`config.mk`:
```
export PLATFORM = sky130hd
export DESIGN_NAME = pipeline_controller_flat
export DESIGN_NICKNAME = d
export VERILOG_FILES = /design/src/rtl/pipeline_controller_if.sv /design/src/rtl/pipeline_controller.sv /design/src/flat_wrapper.sv
export SDC_FILE = /design/constraint.sdc
export NUM_CORES = 1
export LEC_CHECK = 0
export ABC_AREA = 1
export BUFFER_PORTS_ARGS = -buffer_cell sky130_fd_sc_hd__buf_2
export CORE_ASPECT_RATIO = 0.75
export CORE_UTILIZATION = 47
export DETAILED_ROUTE_END_ITERATION = 10
export PLACE_DENSITY = 0.78
export SETUP_SLACK_MARGIN = 0.5
export SKIP_CTS_REPAIR_TIMING = 1
export SYNTH_ARGS = -nofsm -noshare
export SYNTH_HDL_FRONTEND = slang
export SYNTH_SLANG_ARGS = --single-unit
```
`constraint.sdc`:
```
create_clock -name clk -period 1.19 [get_ports clk]
set_input_delay 0.238 -clock clk [delete_from_list [all_inputs] [get_ports clk]]
set_output_delay 0.238 -clock clk [all_outputs]
set_load 0.02 [all_outputs]
```
`src/rtl/pipeline_controller_if.sv`:
```
//------------------------------------------------------------------------------
// Module  : pipeline_controller_if
// Brief   : Datapath/hazard-unit side bundle of the RV32I pipeline control path.
// Revision: 1.0
//------------------------------------------------------------------------------
`default_nettype none

interface pipeline_controller_if;
    logic [6:0] opcode;
    logic [2:0] funct3;
    logic [6:0] funct7;
    logic       ZeroE;
    logic       FlushE;
    logic [2:0] ImmSrcD;
    logic       ALUSrcE;
    logic [2:0] ALUControlE;
    logic       jalrE;
    logic       PCSrcE;
    logic       MemWriteM;
    logic       RegWriteM;
    logic       RegWriteW;
    logic       ResultSrcE0;
    logic [1:0] ResultSrcW;
    logic       IllegalD;

    modport master (
        output opcode, funct3, funct7, ZeroE, FlushE,
        input  ImmSrcD, ALUSrcE, ALUControlE, jalrE, PCSrcE, MemWriteM,
               RegWriteM, RegWriteW, ResultSrcE0, ResultSrcW, IllegalD
    );

    modport slave (
        input  opcode, funct3, funct7, ZeroE, FlushE,
        output ImmSrcD, ALUSrcE, ALUControlE, jalrE, PCSrcE, MemWriteM,
               RegWriteM, RegWriteW, ResultSrcE0, ResultSrcW, IllegalD
    );
endinterface

`default_nettype wire

```
`src/rtl/pipeline_controller.sv`:
```
//------------------------------------------------------------------------------
// Module  : pipeline_controller
// Brief   : RV32I decoder plus D->E->M->W control registers and branch resolve.
// Revision: 1.0
//------------------------------------------------------------------------------
`default_nettype none

module pipeline_controller (
    input  logic                 clk,
    input  logic                 reset,
    pipeline_controller_if.slave bus
);
    localparam logic [6:0] c_OP_R    = 7'b0110011;
    localparam logic [6:0] c_OP_I    = 7'b0010011;
    localparam logic [6:0] c_OP_LW   = 7'b0000011;
    localparam logic [6:0] c_OP_SW   = 7'b0100011;
    localparam logic [6:0] c_OP_BR   = 7'b1100011;
    localparam logic [6:0] c_OP_JAL  = 7'b1101111;
    localparam logic [6:0] c_OP_JALR = 7'b1100111;
    localparam logic [6:0] c_OP_LUI  = 7'b0110111;

    localparam logic [2:0] c_IMM_I = 3'b000;
    localparam logic [2:0] c_IMM_S = 3'b001;
    localparam logic [2:0] c_IMM_B = 3'b010;
    localparam logic [2:0] c_IMM_J = 3'b011;
    localparam logic [2:0] c_IMM_U = 3'b100;

    localparam logic [2:0] c_ALU_ADD  = 3'b000;
    localparam logic [2:0] c_ALU_SUB  = 3'b001;
    localparam logic [2:0] c_ALU_AND  = 3'b010;
    localparam logic [2:0] c_ALU_OR   = 3'b011;
    localparam logic [2:0] c_ALU_XOR  = 3'b100;
    localparam logic [2:0] c_ALU_SLT  = 3'b101;
    localparam logic [2:0] c_ALU_SLTU = 3'b110;
    localparam logic [2:0] c_ALU_PASS = 3'b111;

    localparam logic [1:0] c_RES_ALU = 2'b00;
    localparam logic [1:0] c_RES_MEM = 2'b01;
    localparam logic [1:0] c_RES_PC4 = 2'b10;

    // Raw decode before illegal-instruction gating
    logic       w_reg_write;
    logic       w_mem_write;
    logic       w_jump;
    logic       w_branch;
    logic       w_jalr;
    logic       w_alu_src;
    logic       w_legal;
    logic [1:0] w_result_src;
    logic [2:0] w_alu_ctrl;
    logic [2:0] w_imm_src;

    logic       reg_write_e_d, reg_write_e_q;
    logic       mem_write_e_d, mem_write_e_q;
    logic       jump_e_d,      jump_e_q;
    logic       branch_e_d,    branch_e_q;
    logic       jalr_e_d,      jalr_e_q;
    logic       alu_src_e_d,   alu_src_e_q;
    logic [1:0] result_src_e_d, result_src_e_q;
    logic [2:0] alu_ctrl_e_d,  alu_ctrl_e_q;
    logic [2:0] branch_f3_e_d, branch_f3_e_q;

    logic       reg_write_m_q, mem_write_m_q;
    logic [1:0] result_src_m_q;
    logic       reg_write_w_q;
    logic [1:0] result_src_w_q;

    logic       w_taken;

    always_comb begin
        w_reg_write  = 1'b0;
        w_mem_write  = 1'b0;
        w_jump       = 1'b0;
        w_branch     = 1'b0;
        w_jalr       = 1'b0;
        w_alu_src    = 1'b0;
        w_legal      = 1'b0;
        w_result_src = c_RES_ALU;
        w_alu_ctrl   = c_ALU_ADD;
        w_imm_src    = c_IMM_I;
        case (bus.opcode)
            c_OP_R: begin
                w_reg_write = 1'b1;
                w_legal     = (bus.funct7 == 7'b0000000);
                case (bus.funct3)
                    3'b000: begin
                        w_alu_ctrl = bus.funct7[5] ? c_ALU_SUB : c_ALU_ADD;
                        w_legal    = (bus.funct7 == 7'b0000000) || (bus.funct7 == 7'b0100000);
                    end
                    3'b111:  w_alu_ctrl = c_ALU_AND;
                    3'b110:  w_alu_ctrl = c_ALU_OR;
                    3'b100:  w_alu_ctrl = c_ALU_XOR;
                    3'b010:  w_alu_ctrl = c_ALU_SLT;
                    3'b011:  w_alu_ctrl = c_ALU_SLTU;
                    default: w_legal    = 1'b0;
                endcase
            end
            c_OP_I: begin
                w_reg_write = 1'b1;
                w_alu_src   = 1'b1;
                w_legal     = 1'b1;
                case (bus.funct3)
                    3'b000:  w_alu_ctrl = c_ALU_ADD;
                    3'b111:  w_alu_ctrl = c_ALU_AND;
                    3'b110:  w_alu_ctrl = c_ALU_OR;
                    3'b100:  w_alu_ctrl = c_ALU_XOR;
                    3'b010:  w_alu_ctrl = c_ALU_SLT;
                    3'b011:  w_alu_ctrl = c_ALU_SLTU;
                    default: w_legal    = 1'b0;
                endcase
            end
            c_OP_LW: begin
                w_reg_write  = 1'b1;
                w_alu_src    = 1'b1;
                w_result_src = c_RES_MEM;
                w_legal      = (bus.funct3 == 3'b010);
            end
            c_OP_SW: begin
                w_imm_src   = c_IMM_S;
                w_alu_src   = 1'b1;
                w_mem_write = 1'b1;
                w_legal     = (bus.funct3 == 3'b010);
            end
            c_OP_BR: begin
                w_imm_src = c_IMM_B;
                w_branch  = 1'b1;
                w_legal   = 1'b1;
                case (bus.funct3)
                    3'b000, 3'b001: w_alu_ctrl = c_ALU_SUB;
                    3'b100, 3'b101: w_alu_ctrl = c_ALU_SLT;
                    3'b110, 3'b111: w_alu_ctrl = c_ALU_SLTU;
                    default:        w_legal    = 1'b0;
                endcase
            end
            c_OP_JAL: begin
                w_imm_src    = c_IMM_J;
                w_reg_write  = 1'b1;
                w_result_src = c_RES_PC4;
                w_jump       = 1'b1;
                w_legal      = 1'b1;
            end
            c_OP_JALR: begin
                w_imm_src    = c_IMM_I;
                w_alu_src    = 1'b1;
                w_reg_write  = 1'b1;
                w_result_src = c_RES_PC4;
                w_jump       = 1'b1;
                w_jalr       = 1'b1;
                w_legal      = 1'b1;
            end
            c_OP_LUI: begin
                w_imm_src   = c_IMM_U;
                w_alu_src   = 1'b1;
                w_alu_ctrl  = c_ALU_PASS;
                w_reg_write = 1'b1;
                w_legal     = 1'b1;
            end
            default: w_legal = 1'b0;
        endcase
    end

    // Illegal instructions travel as NOPs; a flush replaces the capture with a bubble
    always_comb begin
        reg_write_e_d  = w_reg_write & w_legal;
        mem_write_e_d  = w_mem_write & w_legal;
        jump_e_d       = w_jump & w_legal;
        branch_e_d     = w_branch & w_legal;
        jalr_e_d       = w_jalr;
        alu_src_e_d    = w_alu_src;
        result_src_e_d = w_result_src;
        alu_ctrl_e_d   = w_alu_ctrl;
        branch_f3_e_d  = bus.funct3;
        if (bus.FlushE) begin
            reg_write_e_d  = 1'b0;
            mem_write_e_d  = 1'b0;
            jump_e_d       = 1'b0;
            branch_e_d     = 1'b0;
            jalr_e_d       = 1'b0;
            alu_src_e_d    = 1'b0;
            result_src_e_d = 2'b00;
            alu_ctrl_e_d   = 3'b000;
            branch_f3_e_d  = 3'b000;
        end
    end

    always_ff @(posedge clk or posedge reset) begin
        if (reset) begin
            reg_write_e_q  <= 1'b0;
            mem_write_e_q  <= 1'b0;
            jump_e_q       <= 1'b0;
            branch_e_q     <= 1'b0;
            jalr_e_q       <= 1'b0;
            alu_src_e_q    <= 1'b0;
            result_src_e_q <= 2'b00;
            alu_ctrl_e_q   <= 3'b000;
            branch_f3_e_q  <= 3'b000;
            reg_write_m_q  <= 1'b0;
            mem_write_m_q  <= 1'b0;
            result_src_m_q <= 2'b00;
            reg_write_w_q  <= 1'b0;
            result_src_w_q <= 2'b00;
        end else begin
            reg_write_e_q  <= reg_write_e_d;
            mem_write_e_q  <= mem_write_e_d;
            jump_e_q       <= jump_e_d;
            branch_e_q     <= branch_e_d;
            jalr_e_q       <= jalr_e_d;
            alu_src_e_q    <= alu_src_e_d;
            result_src_e_q <= result_src_e_d;
            alu_ctrl_e_q   <= alu_ctrl_e_d;
            branch_f3_e_q  <= branch_f3_e_d;
            reg_write_m_q  <= reg_write_e_q;
            mem_write_m_q  <= mem_write_e_q;
            result_src_m_q <= result_src_e_q;
            reg_write_w_q  <= reg_write_m_q;
            result_src_w_q <= result_src_m_q;
        end
    end

    // slt/sltu produce zero when "not less", so blt/bltu take on !Z and bge/bgeu on Z
    always_comb begin
        w_taken = 1'b0;
        case (branch_f3_e_q)
            3'b000:         w_taken = bus.ZeroE;
            3'b001:         w_taken = ~bus.ZeroE;
            3'b100, 3'b110: w_taken = ~bus.ZeroE;
            3'b101, 3'b111: w_taken = bus.ZeroE;
            default:        w_taken = 1'b0;
        endcase
    end

    assign bus.ImmSrcD     = w_imm_src;
    assign bus.IllegalD    = ~w_legal;
    assign bus.ALUSrcE     = alu_src_e_q;
    assign bus.ALUControlE = alu_ctrl_e_q;
    assign bus.jalrE       = jalr_e_q;
    assign bus.PCSrcE      = jump_e_q | (branch_e_q & w_taken);
    assign bus.ResultSrcE0 = result_src_e_q[0];
    assign bus.MemWriteM   = mem_write_m_q;
    assign bus.RegWriteM   = reg_write_m_q;
    assign bus.RegWriteW   = reg_write_w_q;
    assign bus.ResultSrcW  = result_src_w_q;

endmodule

`default_nettype wire
```
`src/flat_wrapper.sv`:
```
// flat-port wrapper written by rule: the top's interface ports become plain ports
module pipeline_controller_flat 
  (clk, reset, bus_opcode, bus_funct3, bus_funct7, bus_ZeroE, bus_FlushE, bus_ImmSrcD, bus_ALUSrcE, bus_ALUControlE, bus_jalrE, bus_PCSrcE, bus_MemWriteM, bus_RegWriteM, bus_RegWriteW, bus_ResultSrcE0, bus_ResultSrcW, bus_IllegalD);
  pipeline_controller_if bus_i ();
  input  logic clk;
  input  logic reset;
  input wire logic [$bits(bus_i.opcode)-1:0] bus_opcode;
  input wire logic [$bits(bus_i.funct3)-1:0] bus_funct3;
  input wire logic [$bits(bus_i.funct7)-1:0] bus_funct7;
  input wire logic [$bits(bus_i.ZeroE)-1:0] bus_ZeroE;
  input wire logic [$bits(bus_i.FlushE)-1:0] bus_FlushE;
  output wire logic [$bits(bus_i.ImmSrcD)-1:0] bus_ImmSrcD;
  output wire logic [$bits(bus_i.ALUSrcE)-1:0] bus_ALUSrcE;
  output wire logic [$bits(bus_i.ALUControlE)-1:0] bus_ALUControlE;
  output wire logic [$bits(bus_i.jalrE)-1:0] bus_jalrE;
  output wire logic [$bits(bus_i.PCSrcE)-1:0] bus_PCSrcE;
  output wire logic [$bits(bus_i.MemWriteM)-1:0] bus_MemWriteM;
  output wire logic [$bits(bus_i.RegWriteM)-1:0] bus_RegWriteM;
  output wire logic [$bits(bus_i.RegWriteW)-1:0] bus_RegWriteW;
  output wire logic [$bits(bus_i.ResultSrcE0)-1:0] bus_ResultSrcE0;
  output wire logic [$bits(bus_i.ResultSrcW)-1:0] bus_ResultSrcW;
  output wire logic [$bits(bus_i.IllegalD)-1:0] bus_IllegalD;
  assign bus_i.opcode = bus_opcode;
  assign bus_i.funct3 = bus_funct3;
  assign bus_i.funct7 = bus_funct7;
  assign bus_i.ZeroE = bus_ZeroE;
  assign bus_i.FlushE = bus_FlushE;
  assign bus_ImmSrcD = bus_i.ImmSrcD;
  assign bus_ALUSrcE = bus_i.ALUSrcE;
  assign bus_ALUControlE = bus_i.ALUControlE;
  assign bus_jalrE = bus_i.jalrE;
  assign bus_PCSrcE = bus_i.PCSrcE;
  assign bus_MemWriteM = bus_i.MemWriteM;
  assign bus_RegWriteM = bus_i.RegWriteM;
  assign bus_RegWriteW = bus_i.RegWriteW;
  assign bus_ResultSrcE0 = bus_i.ResultSrcE0;
  assign bus_ResultSrcW = bus_i.ResultSrcW;
  assign bus_IllegalD = bus_i.IllegalD;
  pipeline_controller u_core (.clk(clk), .reset(reset), .bus(bus_i));
endmodule
```
==> flow_summary.json, run 1 <==
{
  "outcome": "aborted with a tool error",
  "stop_stage": "global routing",
  "error": "[ERROR DPL-0038] Utilization greater than 100%, impossible to legalize",
  "ys_ff_latch": 21,
  "syn_area_per_cell_sq_um": 8.243,
  "synthArstFlopShare_pct": 100.0,
  "endpoint_type": "output port",
  "synth_nets": 140,
  "cts-root-buf": "clkbuf_4",
  "rows": 13,
  "synth_edf_count": 0,
  "clockBufferDepth": 2,
  "ys.flop_type": "dfrtp_1",
  "h-tree-depth": 1,
  "start_util_pct": 53.37,
  "ys_warn_count": 0,
  "synth-seq-area-share_pct": 53.57,
  "place.gp.congestion": 0.8874,
  "cts.sinks": 21,
  "grt_max_degree": 22,
  "synth_area_sq_um": 980.9,
  "die_w_um": 54.75,
  "die_height_um": 41.57,
  "hpwl_um": 1998,
  "port_buffers": 36,
  "cts_buffers": 3,
  "grt-worst-endpoint": "bus_PCSrcE",
  "synth_cell_types": 19,
  "synth_cells": 119,
  "io_pins": 37
}
-- synthesized netlist by cell type (2+ instances only) --
cell type	number	area, sq um
nor3_1	2	10.01
nor2_2	5	31.28
o21ai_0	8	40.04
or2_2	2	12.51
inv_1	17	63.81
inv_2	2	7.510
nand3_2	3	30.03
nor2_1	25	93.84
nand4_1	3	18.77
nand2_1	15	56.30
a21oi_1	5	25.02
dfrtp_1	21	525.5
nand3_1	5	25.02
-- stage by stage --
step / TNS (ns) / cell area [sq um] / worst slack [ns] / instances / utilization [%]
after detailed placement: -1.352 / 1498 / -0.2236 / 201 / 81.48
after floorplan: 0 / 1106 / 0.1148 / 119 / -
after CTS: -1.039 / 1525 / -0.3741 / 205 / 82.98
after global placement: -0.8737 / 1498 / -0.1821 / 201 / 81.48
-- logic make-up after synthesis --
group | share of synthesized area [%]
buffers and inverters | 7.653
AOI/OAI and AO/OA | 8.291
xor gates and xnor gates | 0.8930
DFF | 53.57
and+or+nand+nor | 29.59
==> run 2, diff against run 1 <==
--- a/config.mk
+++ b/config.mk
@@ -7,11 +7,10 @@
 export LEC_CHECK = 0
 export ABC_AREA = 1
 export BUFFER_PORTS_ARGS = -buffer_cell sky130_fd_sc_hd__buf_2
-export CORE_ASPECT_RATIO = 0.75
-export CORE_UTILIZATION = 47
+export CORE_AREA = 2 2 63 65
 export DETAILED_ROUTE_END_ITERATION = 10
-export PLACE_DENSITY = 0.78
-export SETUP_SLACK_MARGIN = 0.5
+export DIE_AREA = 0 0 65 67
+export PLACE_DENSITY_LB_ADDON = 0.15
 export SKIP_CTS_REPAIR_TIMING = 1
 export SYNTH_ARGS = -nofsm -noshare
 export SYNTH_HDL_FRONTEND = slang
==> run 2 against run 1 <==
Effect of this change:
- area after synthesis stayed put
- synthesized cell count did not move
- the flow now finishes, with violations (hold timing, setup timing)
==> flow_summary.json, run 2 <==
{
  "outcome": "complete, but fails checks",
  "violations": "hold timing, setup timing",
  "final_nets": 208,
  "synthArstFlopShare_pct": 100.0,
  "synth_nets": 140,
  "clkSlewWorstSetupHoldPaths_ns": 0.07,
  "cts-root-buf": "clkbuf_8",
  "r2r_end": "u_core.bus.RegWriteW$_DFF_PP0_",
  "preCtsSetupSlack_ns": -0.2541,
  "synth_top_family_by_area": "simple AND/OR/NAND/NOR gates",
  "place.gp.congestion": 0.7893,
  "clkLatencyLatePin_ns": 0.26,
  "grt_max_degree": 22,
  "tightest_slew_ns": 0.2362,
  "setup_ws_ns": -0.2220,
  "synthMostInstantiatedCell": "nor2_1",
  "finalCriticalPeriod_ns": 1.412,
  "holdWs_ns": -0.007719,
  "port_buffers": 36,
  "synthAdderAreaFrac_pct": 0,
  "cts_buffers": 3,
  "drc": 0,
  "synthMuxAreaShare_pct": 0,
  "cp_data_required_time_ns": 0.95,
  "slew_violations": 0,
  "cp-start-kind": "flop",
  "grt_pass1_wl_um": 3539,
  "vias_per_cell": 4.141,
  "rows": 22,
  "worstReg2RegStart": "u_core.bus.RegWriteM$_DFF_PP0_",
  "synth-xor-area-share_pct": 0.8929,
  "ff2ff_setup_slack_ns": 0.69,
  "die_height_um": 67,
  "io_pins": 37,
  "h-tree-depth": 1,
  "synth_cells": 119,
  "grt_overflow_total": 0,
  "tns_ns": -0.4087,
  "cap_violations": 0,
  "ys_warn_count": 0,
  "max_freq_mhz": 708.2,
  "fin_util_pct": 47.26,
  "critPathKind": "reg -> out",
  "critPathMaxFanout": 2,
  "p_per_area_nw_per_um2": 831.6,
  "cts_tree": "built",
  "synthTopCellsByArea": "dfrtp_1, nor2_1, inv_1",
  "core_area_sq_um": 3606,
  "fillCellCount": 370,
  "drt-pass1-iter-count": 4,
  "synth_top_area_cell": "dfrtp_1",
  "synth_area_sq_um": 980.9,
  "synth_compound_area_share_pct": 8.291,
  "stdcell_count": 234,
  "hpwl_um": 1813,
  "ys_ff_latch": 21,
  "dpl.cell_count": 224,
  "final_common_cell": "buf_4",
  "slew_headroom_pct": 84.13,
  "drive_gt1_share_pct": 56.99,
  "cts.sinks": 21,
  "hold_violations": 12,
  "synth-seq-area-share_pct": 53.57,
  "synth_top_area_share_pct": 53.57,
  "arrival_ns": 1.17,
  "die_area_sq_um": 4355,
  "synth_cell_types": 19,
  "drt-initial-drc-count": 30,
  "die_w_um": 65,
  "start_util_pct": 27.20,
  "fin_crit_sh_pct": 118.7,
  "reg2regPathDepth": 0,
  "num_vias": 969,
  "grt_util_all_layers_pct": 10.83,
  "antenna_left": 0,
  "synth-simple-area-share_pct": 29.59,
  "antenna_found_initial": 0,
  "clockBufferDepth": 2,
  "antenna_cells": 0,
  "wirelength_um": 2335,
  "layout_common_cells": "buf_4, buf_2, nor2_1, dfrtp_1, nand2_1",
  "rsz0062_at_grt": "true",
  "cellLeakagePower_nw": 0.9229,
  "cp-end-kind": "output pin",
  "synthTopCellsByCount": "nor2_1, dfrtp_1, inv_1",
  "peakVddDrop_v": 0.0003527,
  "wl_per_cell_um": 9.979,
  "syn_area_per_cell_sq_um": 8.243,
  "worst_clock_skew_ns": 0.001409,
  "setup_viol": 4,
  "ys.flop_type": "dfrtp_1",
  "grt_pass1_vias": 874,
  "hold_path_class": "in -> async",
  "area_delta_synth_final_pct": 73.72,
  "synth_edf_count": 0
}
## run 2: cell counts after synthesis
No cell type changed its count.
## run 2: kinds of logic after synthesis
group | after synthesis
XOR/XNOR | 1
AO/OA/AOI/OAI | 15
buffers and inverters | 20
AND/OR/NAND/NOR | 62
flip-flops | 21
## run 2: worst max path at each step
stage / from / end / slack, ns / cells past startpoint
after floorplan: u_core.branch_f3_e_q[0]$_DFF_PP0_ / bus_PCSrcE / 0.01 / 3
after global placement: bus_opcode[4] / bus_IllegalD / -0.27 / 8
after detailed placement: bus_opcode[4] / bus_IllegalD / -0.25 / 8
after CTS: u_core.branch_f3_e_q[0]$_DFF_PP0_ / bus_PCSrcE / -0.30 / 5
after global routing: u_core.branch_f3_e_q[0]$_DFF_PP0_ / bus_PCSrcE / -0.31 / 5
final: u_core.branch_f3_e_q[0]$_DFF_PP0_ / bus_PCSrcE / -0.22 / 5
## run 2: routing by layer
| metal | track usage, % | part of all wire [%] |
|---|---|---|
| met3 | 1.351 | 5.0 |
| met2 | 18.81 | 54 |
| met1 | 12.16 | 39 |
| met4 | 7.979 | 2.5 |
| met5 | 0 | 0 |
## run 2: critical path, cell delays in order (launching register included)
cell	delay, ns
dfrtp_1	0.39
xnor2_2	0.15
inv_1	0.05
o21ai_1	0.11
o21bai_1	0.07
buf_2	0.15
## run 2: stage by stage
stage	area (sq um)	hold WS, ns	total power [mW]
after CTS	1429	-0.001138	1.361
after global routing	1704	0.02324	1.492
after detailed placement	1383	0.2788	0.9151
final	1704	-0.007719	1.417
after global placement	1383	0.2698	0.9129
after floorplan	980.9	0.2145	0.8131
## run 2: final cells by class
type,instances,area [sq um],area share (%)
flip-flops and latches,21,525.5,30.84
multi-input cells,78,523.0,30.69
repair buffers,64,467.9,27.46
inverters,19,81.33,4.772
well taps,48,60.06,3.524
clock buffers,3,41.29,2.423
clock inverters,1,5.005,0.2937
## run 2: power by group
group          internal, mW  switching, mW  total, mW
logic                 0.119          0.131      0.250
clock network         0.233          0.210      0.443
registers             0.721        0.00321      0.725
total                  1.07          0.344       1.42
Note: power is estimated with default switching activity, not from simulation.
==> run 3, diff against run 2 <==
--- a/config.mk
+++ b/config.mk
@@ -7,9 +7,8 @@
 export LEC_CHECK = 0
 export ABC_AREA = 1
 export BUFFER_PORTS_ARGS = -buffer_cell sky130_fd_sc_hd__buf_2
-export CORE_AREA = 2 2 63 65
+export CORE_UTILIZATION = 25
 export DETAILED_ROUTE_END_ITERATION = 10
-export DIE_AREA = 0 0 65 67
 export PLACE_DENSITY_LB_ADDON = 0.15
 export SKIP_CTS_REPAIR_TIMING = 1
 export SYNTH_ARGS = -nofsm -noshare
==> run 3 against run 2 <==
Effect of this change:
- the flow still finishes with violations (hold timing, setup timing)
- hold slack worse by 0.0018 ns
- final area is 4.3% lower
- power is 1.9% lower
- fmax is 0.39% higher
- flip-flop and latch count stayed put
- register-to-register slack hardly changed
- critical path depth stayed put
- sequential power hardly changed
- sequential share of layout area is 1.4 points higher
- global-route usage hardly changed
- critical path type unchanged
- critical endpoint unchanged
- highest routed layer unchanged
==> flow_summary.json, run 3 (synthesis results as in run 2) <==
{
  "max_stage_delay_ns": 0.40,
  "multi_input_area_sq_um": 475.5,
  "cp-start-kind": "flop",
  "slew_violations": 0,
  "cp.buffers_inverters": 2,
  "fillCellCount": 367,
  "cts.sinks": 21,
  "port_buffers": 36,
  "tightest_slew_ns": 0.2436,
  "p_clk_share_pct": 31.6,
  "layout_common_cells": "buf_2, buf_4, nor2_1, dfrtp_1, nand2_1",
  "p_int_mw": 1.062,
  "dpl.cell_count": 225,
  "area.sequential_sq_um": 525.5,
  "core_area_sq_um": 3716,
  "setup_ws_ns": -0.2166,
  "worst_clock_skew_ns": 0.0001842,
  "start_util_pct": 26.40,
  "peakVddDrop_v": 0.0003549,
  "cellLeakagePower_nw": 0.8903,
  "cp_cell_sequence": "xnor2_2, inv_1, o21ai_1, o21bai_1, buf_2",
  "drive_gt1_share_pct": 52.72,
  "cp_data_required_time_ns": 0.95,
  "holdWs_ns": -0.009507,
  "fin_util_pct": 43.87,
  "vias_per_cell": 3.996,
  "area_delta_synth_final_pct": 66.20,
  "wl_per_cell_um": 9.129,
  "drt-pass1-iter-count": 4,
  "grt_util_all_layers_pct": 10.85,
  "grt_pass1_wl_um": 3387,
  "max_freq_mhz": 710.9,
  "hpwl_um": 1716,
  "num_vias": 927,
  "critPathMaxFanout": 2,
  "slew_headroom_pct": 83.76,
  "antenna_found_initial": 0,
  "power_frac_seq_pct": 52.1,
  "switching_share_pct": 23.66,
  "hold_violations": 13,
  "crit_slowest_cell": "dfrtp_1",
  "violations": "hold timing, setup timing",
  "cp-end-kind": "output pin",
  "clkSlewWorstSetupHoldPaths_ns": 0.07,
  "p_comb_share_pct": 16.3,
  "finalCriticalPeriod_ns": 1.407,
  "power_mw": 1.391,
  "grt_max_degree": 22,
  "stdcell_count": 232,
  "final_nets": 206,
  "outcome": "complete, but fails checks",
  "rsz0062_at_grt": "true",
  "power_switching_mw": 0.3291,
  "place.gp.congestion": 0.7896,
  "wirelength_um": 2118,
  "die_area_sq_um": 4178,
  "cts_tree": "built",
  "die_height_um": 64.64,
  "cts_buffers": 3,
  "grt_pass1_vias": 845,
  "drc": 0,
  "fin_crit_sh_pct": 118.2,
  "antenna_cells": 0,
  "cts-root-buf": "clkbuf_8",
  "tns_ns": -0.5072,
  "h-tree-depth": 1,
  "setup_viol": 3,
  "cap_violations": 0,
  "rows": 22,
  "clkLatencyLatePin_ns": 0.25,
  "critPathKind": "reg -> out",
  "hold_path_class": "in -> async",
  "antenna_left": 0,
  "drt-initial-drc-count": 15,
  "critical_path.top_delay_family": "flip-flops",
  "arrival_ns": 1.17,
  "io_pins": 37,
  "die_w_um": 64.64,
  "clockBufferDepth": 2,
  "p_per_area_nw_per_um2": 853.1,
  "cp.depth": 5,
  "grt_overflow_total": 0,
  "reg2regPathDepth": 0
}
run 3: worst min-delay path, stage by stage:
cell   delay (ns)
buf_2        0.10
inv_1        0.04
buf_4        0.25
run 3: path summary, 6_finish.rpt:
check                           slack (ns)                               start                                   to
worst max-delay path                 -0.22   u_core.branch_f3_e_q[0]$_DFF_PP0_                           bus_PCSrcE
worst min-delay path                 -0.01                               reset   u_core.result_src_m_q[1]$_DFF_PP0_
worst max register to register        0.69  u_core.result_src_e_q[0]$_DFF_PP0_   u_core.result_src_m_q[0]$_DFF_PP0_
worst min register to register        0.35  u_core.result_src_e_q[1]$_DFF_PP0_   u_core.result_src_m_q[1]$_DFF_PP0_
max in group asynchronous             0.99                               reset  u_core.bus.ALUControlE[1]$_DFF_PP0_
min in group clk                      0.29                          bus_FlushE   u_core.result_src_e_q[0]$_DFF_PP0_
run 3: area by class of cell:
cell class / count / share of cell area [%]
tap: 48 / 3.684
clock buffer: 3 / 2.533
timing repair buffer: 62 / 27.09
clock inverter: 1 / 0.3070
multi-input combinational: 78 / 29.16
sequential: 21 / 32.23
inverter: 19 / 4.988
run 3: power by group through the flow:
stage	logic, mW	registers, mW	clock network, mW
after global placement	0.175	0.737	0
final	0.227	0.725	0.439
after global routing	0.252	0.725	0.487
after detailed placement	0.177	0.738	0
after CTS	0.178	0.724	0.455
after floorplan	0.0734	0.740	0
run 3: per-layer routing:
metal	GRT usage [%]	part of all wire, %	vias to the layer above
li1	-	-	503
met1	12.71	43	393
met2	18.16	51	27
met3	1.585	3.7	4
met4	7.500	2.6	0
met5	0	0	-
run 3: through the flow:
step | worst slack (ns) | area, sq um
final | -0.2166 | 1630
after global routing | -0.3307 | 1630
after CTS | -0.2989 | 1436
after detailed placement | -0.2568 | 1390
after global placement | -0.2569 | 1390
after floorplan | 0.01433 | 980.9
